[src/rtl/hls_fp32_sub_pkg.sv]
// Shared constants and types for the fp32 subtract arbiter slice.
package hls_fp32_sub_pkg;

  localparam int FP32_W            = 32;
  localparam int DEFAULT_TAG_DEPTH = 4;

  typedef logic req_id_t;

  localparam req_id_t REQ0 = 1'b0;
  localparam req_id_t REQ1 = 1'b1;

endpackage

[src/rtl/hls_fp32_sub_arb_tagfifo.sv]
// In-flight requester-tag FIFO: remembers which requester owns each result
// the core will return, in issue order.
module hls_fp32_sub_arb_tagfifo
  import hls_fp32_sub_pkg::*;
#(
  parameter int DEPTH = DEFAULT_TAG_DEPTH
) (
  input  logic                   clk,
  input  logic                   rst,
  input  logic                   push,
  input  logic                   pop,
  input  req_id_t                push_id,
  output req_id_t                head_id,
  output logic                   full,
  output logic                   empty,
  output logic [$clog2(DEPTH):0] count
);

  localparam int PTR_W = $clog2(DEPTH);
  localparam int CNT_W = PTR_W + 1;

  req_id_t            mem_r [DEPTH];
  logic [PTR_W-1:0]   wr_ptr_r;
  logic [PTR_W-1:0]   rd_ptr_r;
  logic [CNT_W-1:0]   count_r;
  logic               push_s;
  logic               pop_s;

  assign full    = (count_r == CNT_W'(DEPTH));
  assign empty   = (count_r == {CNT_W{1'b0}});
  assign count   = count_r;
  assign head_id = mem_r[rd_ptr_r];
  assign push_s  = push & ~full;
  assign pop_s   = pop & ~empty;

  // Tag storage; contents need no reset since count gates every read.
  always_ff @(posedge clk) begin
    if (push_s) begin
      mem_r[wr_ptr_r] <= push_id;
    end
  end

  // Pointers wrap naturally because DEPTH is a power of two.
  always_ff @(posedge clk) begin
    if (rst) begin
      wr_ptr_r <= {PTR_W{1'b0}};
      rd_ptr_r <= {PTR_W{1'b0}};
      count_r  <= {CNT_W{1'b0}};
    end else begin
      if (push_s) begin
        wr_ptr_r <= wr_ptr_r + PTR_W'(1);
      end
      if (pop_s) begin
        rd_ptr_r <= rd_ptr_r + PTR_W'(1);
      end
      case ({push_s, pop_s})
        2'b10:   count_r <= count_r + CNT_W'(1);
        2'b01:   count_r <= count_r - CNT_W'(1);
        default: count_r <= count_r;
      endcase
    end
  end

endmodule

[src/rtl/hls_fp32_sub_arb.sv]
// Two-requester round-robin front end for one shared fp32_sub core.
// Optional FP32_SUB_ARB_STALL_CNT_EN adds per-requester stall counters.
module hls_fp32_sub_arb
  import hls_fp32_sub_pkg::*;
#(
  parameter int TAG_DEPTH = DEFAULT_TAG_DEPTH
) (
  input  logic              nvdla_core_clk,
  input  logic              nvdla_core_rst,
  input  logic              req0_vld,
  output logic              req0_rdy,
  input  logic [FP32_W-1:0] req0_a,
  input  logic [FP32_W-1:0] req0_b,
  input  logic              req1_vld,
  output logic              req1_rdy,
  input  logic [FP32_W-1:0] req1_a,
  input  logic [FP32_W-1:0] req1_b,
  output logic              core_in_vld,
  input  logic              core_in_rdy,
  output logic [FP32_W-1:0] core_a_z,
  output logic [FP32_W-1:0] core_b_z,
  input  logic              core_o_vld,
  output logic              core_o_rdy,
  input  logic [FP32_W-1:0] core_o_z,
  output logic              rsp0_vld,
  input  logic              rsp0_rdy,
  output logic [FP32_W-1:0] rsp0_z,
  output logic              rsp1_vld,
  input  logic              rsp1_rdy,
  output logic [FP32_W-1:0] rsp1_z,
  output logic              busy
`ifdef FP32_SUB_ARB_STALL_CNT_EN
  ,
  input  logic              stall_clr,
  output logic [15:0]       stall_cnt0,
  output logic [15:0]       stall_cnt1
`endif
);

  localparam int CNT_W = $clog2(TAG_DEPTH) + 1;

  req_id_t            rr_r;
  logic               grant0_s;
  logic               grant1_s;
  logic               fire_s;
  logic               pop_s;
  req_id_t            head_id_s;
  logic               tag_full_s;
  logic               tag_empty_s;
  logic [CNT_W-1:0]   tag_count_s;

  // Preferred requester wins when valid; the other only fills an idle slot.
  always_comb begin
    grant0_s = 1'b0;
    grant1_s = 1'b0;
    if (rr_r == REQ0) begin
      grant0_s = req0_vld;
      grant1_s = ~req0_vld & req1_vld;
    end else begin
      grant1_s = req1_vld;
      grant0_s = ~req1_vld & req0_vld;
    end
  end

  // Full is checked on the registered count only, so rsp_rdy never reaches core_in_vld.
  assign core_in_vld = (req0_vld | req1_vld) & ~tag_full_s & ~nvdla_core_rst;
  assign fire_s      = core_in_vld & core_in_rdy;
  assign req0_rdy    = fire_s & grant0_s;
  assign req1_rdy    = fire_s & grant1_s;
  assign core_a_z    = grant1_s ? req1_a : req0_a;
  assign core_b_z    = grant1_s ? req1_b : req0_b;

  // Route the core result to the requester named by the head tag.
  always_comb begin
    rsp0_vld   = 1'b0;
    rsp1_vld   = 1'b0;
    core_o_rdy = 1'b0;
    if (!nvdla_core_rst && !tag_empty_s) begin
      if (head_id_s == REQ1) begin
        rsp1_vld   = core_o_vld;
        core_o_rdy = rsp1_rdy;
      end else begin
        rsp0_vld   = core_o_vld;
        core_o_rdy = rsp0_rdy;
      end
    end else begin
      core_o_rdy = 1'b0;
    end
  end

  assign rsp0_z = core_o_z;
  assign rsp1_z = core_o_z;
  assign pop_s  = core_o_vld & core_o_rdy;
  assign busy   = (tag_count_s != {CNT_W{1'b0}}) & ~nvdla_core_rst;

  // Round-robin pointer moves to the requester that just lost.
  always_ff @(posedge nvdla_core_clk) begin
    if (nvdla_core_rst) begin
      rr_r <= REQ0;
    end else if (fire_s) begin
      rr_r <= grant0_s;
    end else begin
      rr_r <= rr_r;
    end
  end

  hls_fp32_sub_arb_tagfifo #(
    .DEPTH (TAG_DEPTH)
  ) u_tagfifo (
    .clk     (nvdla_core_clk),
    .rst     (nvdla_core_rst),
    .push    (fire_s),
    .pop     (pop_s),
    .push_id (grant1_s),
    .head_id (head_id_s),
    .full    (tag_full_s),
    .empty   (tag_empty_s),
    .count   (tag_count_s)
  );

`ifdef FP32_SUB_ARB_STALL_CNT_EN
  // Stall counters: clear beats increment, saturate at all-ones.
  always_ff @(posedge nvdla_core_clk) begin
    if (nvdla_core_rst || stall_clr) begin
      stall_cnt0 <= 16'h0000;
      stall_cnt1 <= 16'h0000;
    end else begin
      if (req0_vld && !req0_rdy && (stall_cnt0 != 16'hFFFF)) begin
        stall_cnt0 <= stall_cnt0 + 16'h0001;
      end
      if (req1_vld && !req1_rdy && (stall_cnt1 != 16'hFFFF)) begin
        stall_cnt1 <= stall_cnt1 + 16'h0001;
      end
    end
  end
`endif

endmodule

[config.mk]
export PLATFORM = sky130hd
export DESIGN_NAME = hls_fp32_sub_arb
export DESIGN_NICKNAME = d
export VERILOG_FILES = /design/src/rtl/hls_fp32_sub_pkg.sv /design/src/rtl/hls_fp32_sub_arb_tagfifo.sv /design/src/rtl/hls_fp32_sub_arb.sv
export SDC_FILE = /design/constraint.sdc
export NUM_CORES = 1
export LEC_CHECK = 0
export ABC_AREA = 1
export CORE_AREA = 4 4 115 117
export CTS_CLUSTER_SIZE = 30
export DETAILED_ROUTE_END_ITERATION = 10
export DIE_AREA = 0 0 119 121
export PLACE_DENSITY = 0.68
export REMOVE_ABC_BUFFERS = 1
export SYNTH_ARGS = -nofsm -noshare
export SYNTH_HDL_FRONTEND = slang
export SYNTH_SLANG_ARGS = --single-unit
[constraint.sdc]
create_clock -name nvdla_core_clk -period 2 [get_ports nvdla_core_clk]
set_input_delay 0.4 -clock nvdla_core_clk [delete_from_list [all_inputs] [get_ports nvdla_core_clk]]
set_output_delay 0.4 -clock nvdla_core_clk [all_outputs]
set_load 0.005 [all_outputs]
After elaboration in Yosys (flattened, before gate mapping):

Memory sizes are Yosys's and may differ from the RTL's. A register that Yosys moved wholly into a read port is not among the register bits.
Cells that the tools add are included.

* flip-flop bits (word level): 8
* RAM bits: 4
* logic and storage cells: 50
* memories kept: 1

* $add $sub $neg: 4
* equal/unequal tests: 3
* mux-type cells: 15
* bitwise logic cells: 17
* reduce and logical (&&, ||, !) cells: 6

Memories
* u_tagfifo.mem_r: depth 4, bits a word 1, read ports 1, clocked after Yosys merged registers in 1, wr ports 1, RTL line hls_fp32_sub_arb_tagfifo.sv:22 `req_id_t mem_r [DEPTH];`

Operators with widths (number)
* 2-to-1 mux 32 bit: 2
* bitwise AND 1 bit: 11
* 2-to-1 mux 1 bit: 10
* one-hot mux 3 bit (2 select lines): 1
* NOT 1 bit: 5
* adder 2 x 1 -> 2 bit (second input constant): 2
* 2-to-1 mux 2 bit: 2
* adder 3 x 1 -> 3 bit (second input constant): 1
* == test 3 bit (second input constant): 1
* logical NOT 3 bit: 1
* nonzero test 3 bit: 1
* subtractor 3 x 1 -> 3 bit (second input constant): 1
* == test 2 x 1 -> 1 bit (second input constant): 1
* == test 2 bit (second input constant): 1
* logical NOT 1 bit: 2
* nonzero test 2 bit: 1
* logical AND 1 bit: 1
* OR 1 bit: 1

Depth between registers and ports, before layout:

* word-level depth: 8
* mapped depth: 14

By module:

A second synthesis with hierarchy kept.

* cell total of the unflattened synthesis: 383
* area, all modules: 2137.0 um^2

By module, submodules not included
* hls_fp32_sub_arb: instances 1, cells an instance 302, area each 1477.7 um^2
* hls_fp32_sub_arb_tagfifo: instances 1, cells an instance 81, area each 659.4 um^2

Least setup slack after synthesis:

OpenSTA, ideal clock, no wires.

* path type: input -> register
* start point: input port nvdla_core_rst
* end point: register u_tagfifo.count_r[2], in the netlist u_tagfifo.count[2]
* setup time: 122 ps
* arrival: 1799 ps
* required time: 1878 ps
* path slack: 79 ps
* cell stages on the path: 12
* buffers on the path: 0
* path through: inv_2 nand2_1 nor2_4 nand3_2 inv_1 ha_1 inv_1 fa_1 a21oi_1 o21ai_0 o21ai_0 a21oi_1

* longest elaborated chain between the ends: 7

Ends and longest elaborated chain
* start: declaration: RTL line hls_fp32_sub_arb.sv:9 `input logic nvdla_core_rst,`
* logical NOT 1 bit *: RTL line hls_fp32_sub_arb.sv:78 `if (!nvdla_core_rst && !tag_empty_s) begin`
* logical AND 1 bit *: RTL line hls_fp32_sub_arb.sv:78
* 2-to-1 mux 1 bit *: RTL line hls_fp32_sub_arb.sv:78
* bitwise AND 1 bit *: RTL line hls_fp32_sub_arb.sv:93 `assign pop_s = core_o_vld & core_o_rdy;`
* bitwise AND 1 bit *: RTL line hls_fp32_sub_arb_tagfifo.sv:34 `assign pop_s = pop & ~empty;`
* net u_tagfifo.pop_s: RTL line hls_fp32_sub_arb_tagfifo.sv:27 `logic pop_s;`
* == test 2 x 1 -> 1 bit or == test 2 bit (tied branches): RTL line hls_fp32_sub_arb_tagfifo.sv:56 `case ({push_s, pop_s})`
* one-hot mux 3 bit (2 select lines) or nonzero test 2 bit (tied branches)
* end signal: assignment: RTL line hls_fp32_sub_arb_tagfifo.sv:57 `2'b10: count_r <= count_r + CNT_W'(1);`
* end signal: assignment: RTL line hls_fp32_sub_arb_tagfifo.sv:58 `2'b01: count_r <= count_r - CNT_W'(1);`
* end signal: assignment: RTL line hls_fp32_sub_arb_tagfifo.sv:59 `default: count_r <= count_r;`
* end: declaration: RTL line hls_fp32_sub_arb_tagfifo.sv:25 `logic [CNT_W-1:0] count_r;`

Mark *: on every way through the listed nets, which the timed path passes. The rest lies on a longest branch.
A chain may end at the register's enable or synchronous reset.

Worst setup path after layout:

* start point: register u_tagfifo.count_r[0], in the netlist u_tagfifo.count[0]
* end point: register rr_r

* longest elaborated chain between the ends: 5

Ends and longest elaborated chain
* start signal: assignment: RTL line hls_fp32_sub_arb_tagfifo.sv:48 `count_r <= {CNT_W{1'b0}};`
* start signal: assignment: RTL line hls_fp32_sub_arb_tagfifo.sv:57
* start signal: assignment: RTL line hls_fp32_sub_arb_tagfifo.sv:58
* == test 3 bit: RTL line hls_fp32_sub_arb_tagfifo.sv:29 `assign full = (count_r == CNT_W'(DEPTH));`
* NOT 1 bit: RTL line hls_fp32_sub_arb.sv:66 `assign core_in_vld = (req0_vld | req1_vld) & ~tag_full_s & ~nvdla_core_rst;`
* bitwise AND 1 bit (2 in series): RTL line hls_fp32_sub_arb.sv:66
* bitwise AND 1 bit: RTL line hls_fp32_sub_arb.sv:67 `assign fire_s = core_in_vld & core_in_rdy;`
* end signal: assignment: RTL line hls_fp32_sub_arb.sv:101 `rr_r <= grant0_s;`
* end signal: assignment: RTL line hls_fp32_sub_arb.sv:103 `rr_r <= rr_r;`
* end: declaration: RTL line hls_fp32_sub_arb.sv:42 `req_id_t rr_r;`

No other way between the ends.

==> metrics.log <==
[metrics] maximum clock path buffer count: 2
[metrics] Worst-Margin Slew: 0.168 ns
[metrics] Clk Latency, worst-skew pair: 0.24 ns
[metrics] skew final: 0.00142 ns
[metrics] Storage cell area: 325 µm²
[metrics] CTS tree: built
[metrics] cell-by-cell trace of the critical path: inv_2 -> buf_4 -> nand3_2 -> nand2_2 -> nor2_2 -> nand4_1 -> buf_4 -> buf_4 -> buf_4 -> buf_4 -> buf_4 -> buf_6 -> buf_6 -> buf_6 -> a21oi_2
[metrics] number of antenna violations at the first check in global routing: 0
[metrics] fillcell total: 1288
[metrics] Required @ worst endpoint: 2.17 ns
[metrics] worst hold path type: register to register
[metrics] flop and latch count out of synthesis: 14
[metrics] number of warnings reported in the yosys synthesis log: 0
[metrics] most used cell, CP: buf_4
[metrics] first-pass GRT wire length: 17.2 mm
[metrics] violation count after the first detailed-route iteration: 92
[metrics] synthesis-to-layout area growth: 116%
[metrics] sequential share of the synthesized area: 15.4%
[metrics] Max transition margin: 88.8%
[metrics] die height: 121 µm
[metrics] Via density: 3.89
[metrics] largest net degree at the start of global routing: 19
[metrics] fraction of final layout cells sized beyond drive strength 1: 28.2%
[metrics] total wirelength of the detailed-routed design: 12.1 mm
[metrics] routed len/inst: 16.5 µm
[metrics] clock period minus worst slack: 2.00 ns
[metrics] Floorplan Core Area: 12400 µm²
[metrics] net count of the finished layout: 739
[metrics] reg-to-reg slack, setup: 0.0005 ns
[metrics] via count: 2863
[metrics] maximum resistive drop on vdd: 217 µV
[metrics] Ports: 303
[metrics] gate count of the mapped netlist: 368
[metrics] startpoint of the worst setup timing path: u_tagfifo.count[0]
[metrics] cell area after synthesis: 2080 µm²
[metrics] data arrival at the endpoint of the critical path: 2.17 ns
[metrics] EDFF count, synth: 4
[metrics] area of the multi-input gates: 1170 µm²
[metrics] clock tree root buffer cell: clkbuf_16
[metrics] antenna-violating nets left: 0
[metrics] reported max-cap violation count: 0
[metrics] fraction of the cycle the final worst path needs: 100%
[metrics] final sum of negative setup slack: 0 ns
[metrics] number of clock buffers inserted by TritonCTS: 3
[metrics] Worst Path Class, Setup: register to register
[metrics] startpoint of the most critical register-to-register path: u_tagfifo.count[0]
[metrics] Overall Power: 1580 µW
[metrics] final-report hold violation count: 0
[metrics] unrepaired setup endpoints after global routing: yes
[metrics] critical path fanouts, max: 3
[metrics] Worst R2R Path Depth: 15
[metrics] Crit. path cell count: 15
[metrics] most used flip-flop cell after synthesis: dfxtp_1
[metrics] highest-delay cell along the critical path: dfxtp_2
[metrics] kind of capture point of the worst setup path: register
[metrics] kind of start point of the critical path: register
[metrics] Lkg Pwr: 0.00226 µW
[metrics] total half-perimeter wirelength after legalization and detailed placement: 8.76 mm
[metrics] Critical Path End: rr_r
[metrics] count of H-tree levels built during CTS: 1
[metrics] final setup fails: 0
[metrics] Pre-Repair DR Iteration Count: 4
[metrics] die extent in x: 119 µm
[metrics] total power density per cell area: 354 nW/µm²
[metrics] worst reg2reg path endpoint: rr_r
[metrics] share of synthesized flip-flops with an asynchronous set or reset: 0%
[metrics] number of standard cells in the layout, taps in and fillers out: 736
[metrics] Pins Over Slew Limit: 0
[metrics] drt drc: 0
[metrics] weighted congestion reported at the end of routability-driven placement: 0.768
[metrics] die area: 14400 µm²
[metrics] clock input transition at the sequential cells of the worst setup and hold paths: 0.05 ns
[metrics] ANT cells: 0
[metrics] placed insts: 688
[metrics] critical path's largest stage delay: 0.34 ns
[metrics] initial core utilization: 16.8%
[metrics] largest delay contributor family on the critical path: buffers and inverters
[metrics] synthesized area per cell: 5.65 µm²
[metrics] total routing resource utilization after global routing: 15.8%
[metrics] via count of the first global-routing pass: 2887
[metrics] upper clock frequency limit: 500 MHz
[metrics] Buffers on Ports: 206
[metrics] number of core rows: 41
[metrics] post-synth cell types: 24
[metrics] CP bufs+invs: 10
[metrics] sink count of the clock tree: 14
[metrics] outcome: complete, no violations
[metrics] leftover overflow at the end of global routing: 0
cell usage in the layout (no fill, tap or decap), types with 2 or more instances in the layout:
cell,synthesis,final
dlygate4sd2_1,0,5
o21ai_1,1,2
dfxtp_2,0,4
buf_12,0,10
nand2_4,0,2
clkbuf_16,0,3
clkdlybuf4s15_1,0,17
a21oi_1,10,8
clkbuf_2,0,28
inv_1,19,15
nand3_1,5,4
a21oi_2,0,2
clkdlybuf4s50_1,0,130
o21ai_0,5,3
buf_2,7,23
nor2_1,9,9
nand2_2,3,14
dfxtp_1,10,6
edfxtp_1,4,4
dlymetal6s2s_1,0,3
inv_2,4,7
nand2_1,204,191
ha_1,5,4
buf_16,0,7
buf_6,2,7
buf_4,69,40
nand3_2,3,4
Yosys cell counts (2+ instances only):
cell	n	area share [%]
edfxtp_1	4	5.8
ha_1	5	3.0
o21ai_0	5	1.2
dfxtp_1	10	9.6
buf_6	2	1.1
nand2_2	3	0.90
inv_2	4	0.72
buf_4	69	25
nand3_2	3	1.4
inv_1	19	3.4
buf_2	7	1.7
a21oi_1	10	2.4
nand3_1	5	1.2
nand2_1	204	37
nor2_1	9	1.6
worst reg2reg max path, delay by kind of cell (launching register included):
kind / cells / cell delay, ns
compound gates: 1 / 0.11
buf+inv: 10 / 1.11
flops: 1 / 0.34
simple gates: 4 / 0.37
report_power, final:
| part | internal (µW) | switching (µW) |
|---|---|---|
| combinational | 562 | 334 |
| clock | 264 | 110 |
| sequential | 306 | 8.54 |
| total | 1130 | 453 |
cell families after synthesis:
group,share of synthesized area (%)
fa+ha+maj,3.97
simple gates,43.5
xor+xnor,0.422
buf+inv,32.0
flops,15.4
compound gates,4.64
stage by stage:
| stage | setup slack (ns) | instance area, µm² | hold slack [ns] | utilization [%] |
|---|---|---|---|---|
| after global placement | -0.527 | 3980 | 0.455 | 32.2 |
| after CTS | -0.0939 | 4580 | 0.464 | 37.0 |
| final | 0.000492 | 4480 | 0.457 | 36.3 |
| after global routing | -0.0711 | 4480 | 0.476 | 36.3 |
| after floorplan | -0.472 | 1500 | 0.442 | - |
| after detailed placement | -0.536 | 3980 | 0.461 | 32.2 |
timing repair:
| item | 4_1_cts | 5_1_grt |
|---|---|---|
| gates resized for setup | 176 | 101 |
| pin swaps | 5 | 13 |
| hold buffers | 0 | 0 |
| cloned | 9 | 0 |
| endpoints found under the setup margin | 72 | 54 |
| setup buffers | 33 | 7 |
how the worst min path moves through the flow:
stage / start / to / slack (ns) / cells past startpoint
after floorplan: u_tagfifo.count[0] / u_tagfifo.count[0] / 0.44 / 1
after global placement: u_tagfifo.count[0] / u_tagfifo.count[0] / 0.45 / 1
after detailed placement: u_tagfifo.count[0] / u_tagfifo.count[0] / 0.46 / 1
after CTS: u_tagfifo.count[0] / u_tagfifo.count[0] / 0.46 / 1
after global routing: nvdla_core_rst / rr_r / 0.48 / 3
final: u_tagfifo.count[0] / u_tagfifo.count[0] / 0.46 / 1
per-layer routing:
metal	vias up	routed length, µm	track usage [%]
li1	1434	-	-
met1	1234	5000	19.3
met2	179	5460	23.8
met3	12	1510	8.90
met4	4	68	2.24
met5	-	88	9.19
layout make-up:
class,instances,share of cell area (%)
flip-flops and latches,14,7.26
inverters,23,2.29
well taps,172,4.80
multi-input cells,252,26.0
clock inverters,1,0.0837
clock buffers,3,1.67
repair buffers,271,57.9
Note: power is estimated with default switching activity, not from simulation.
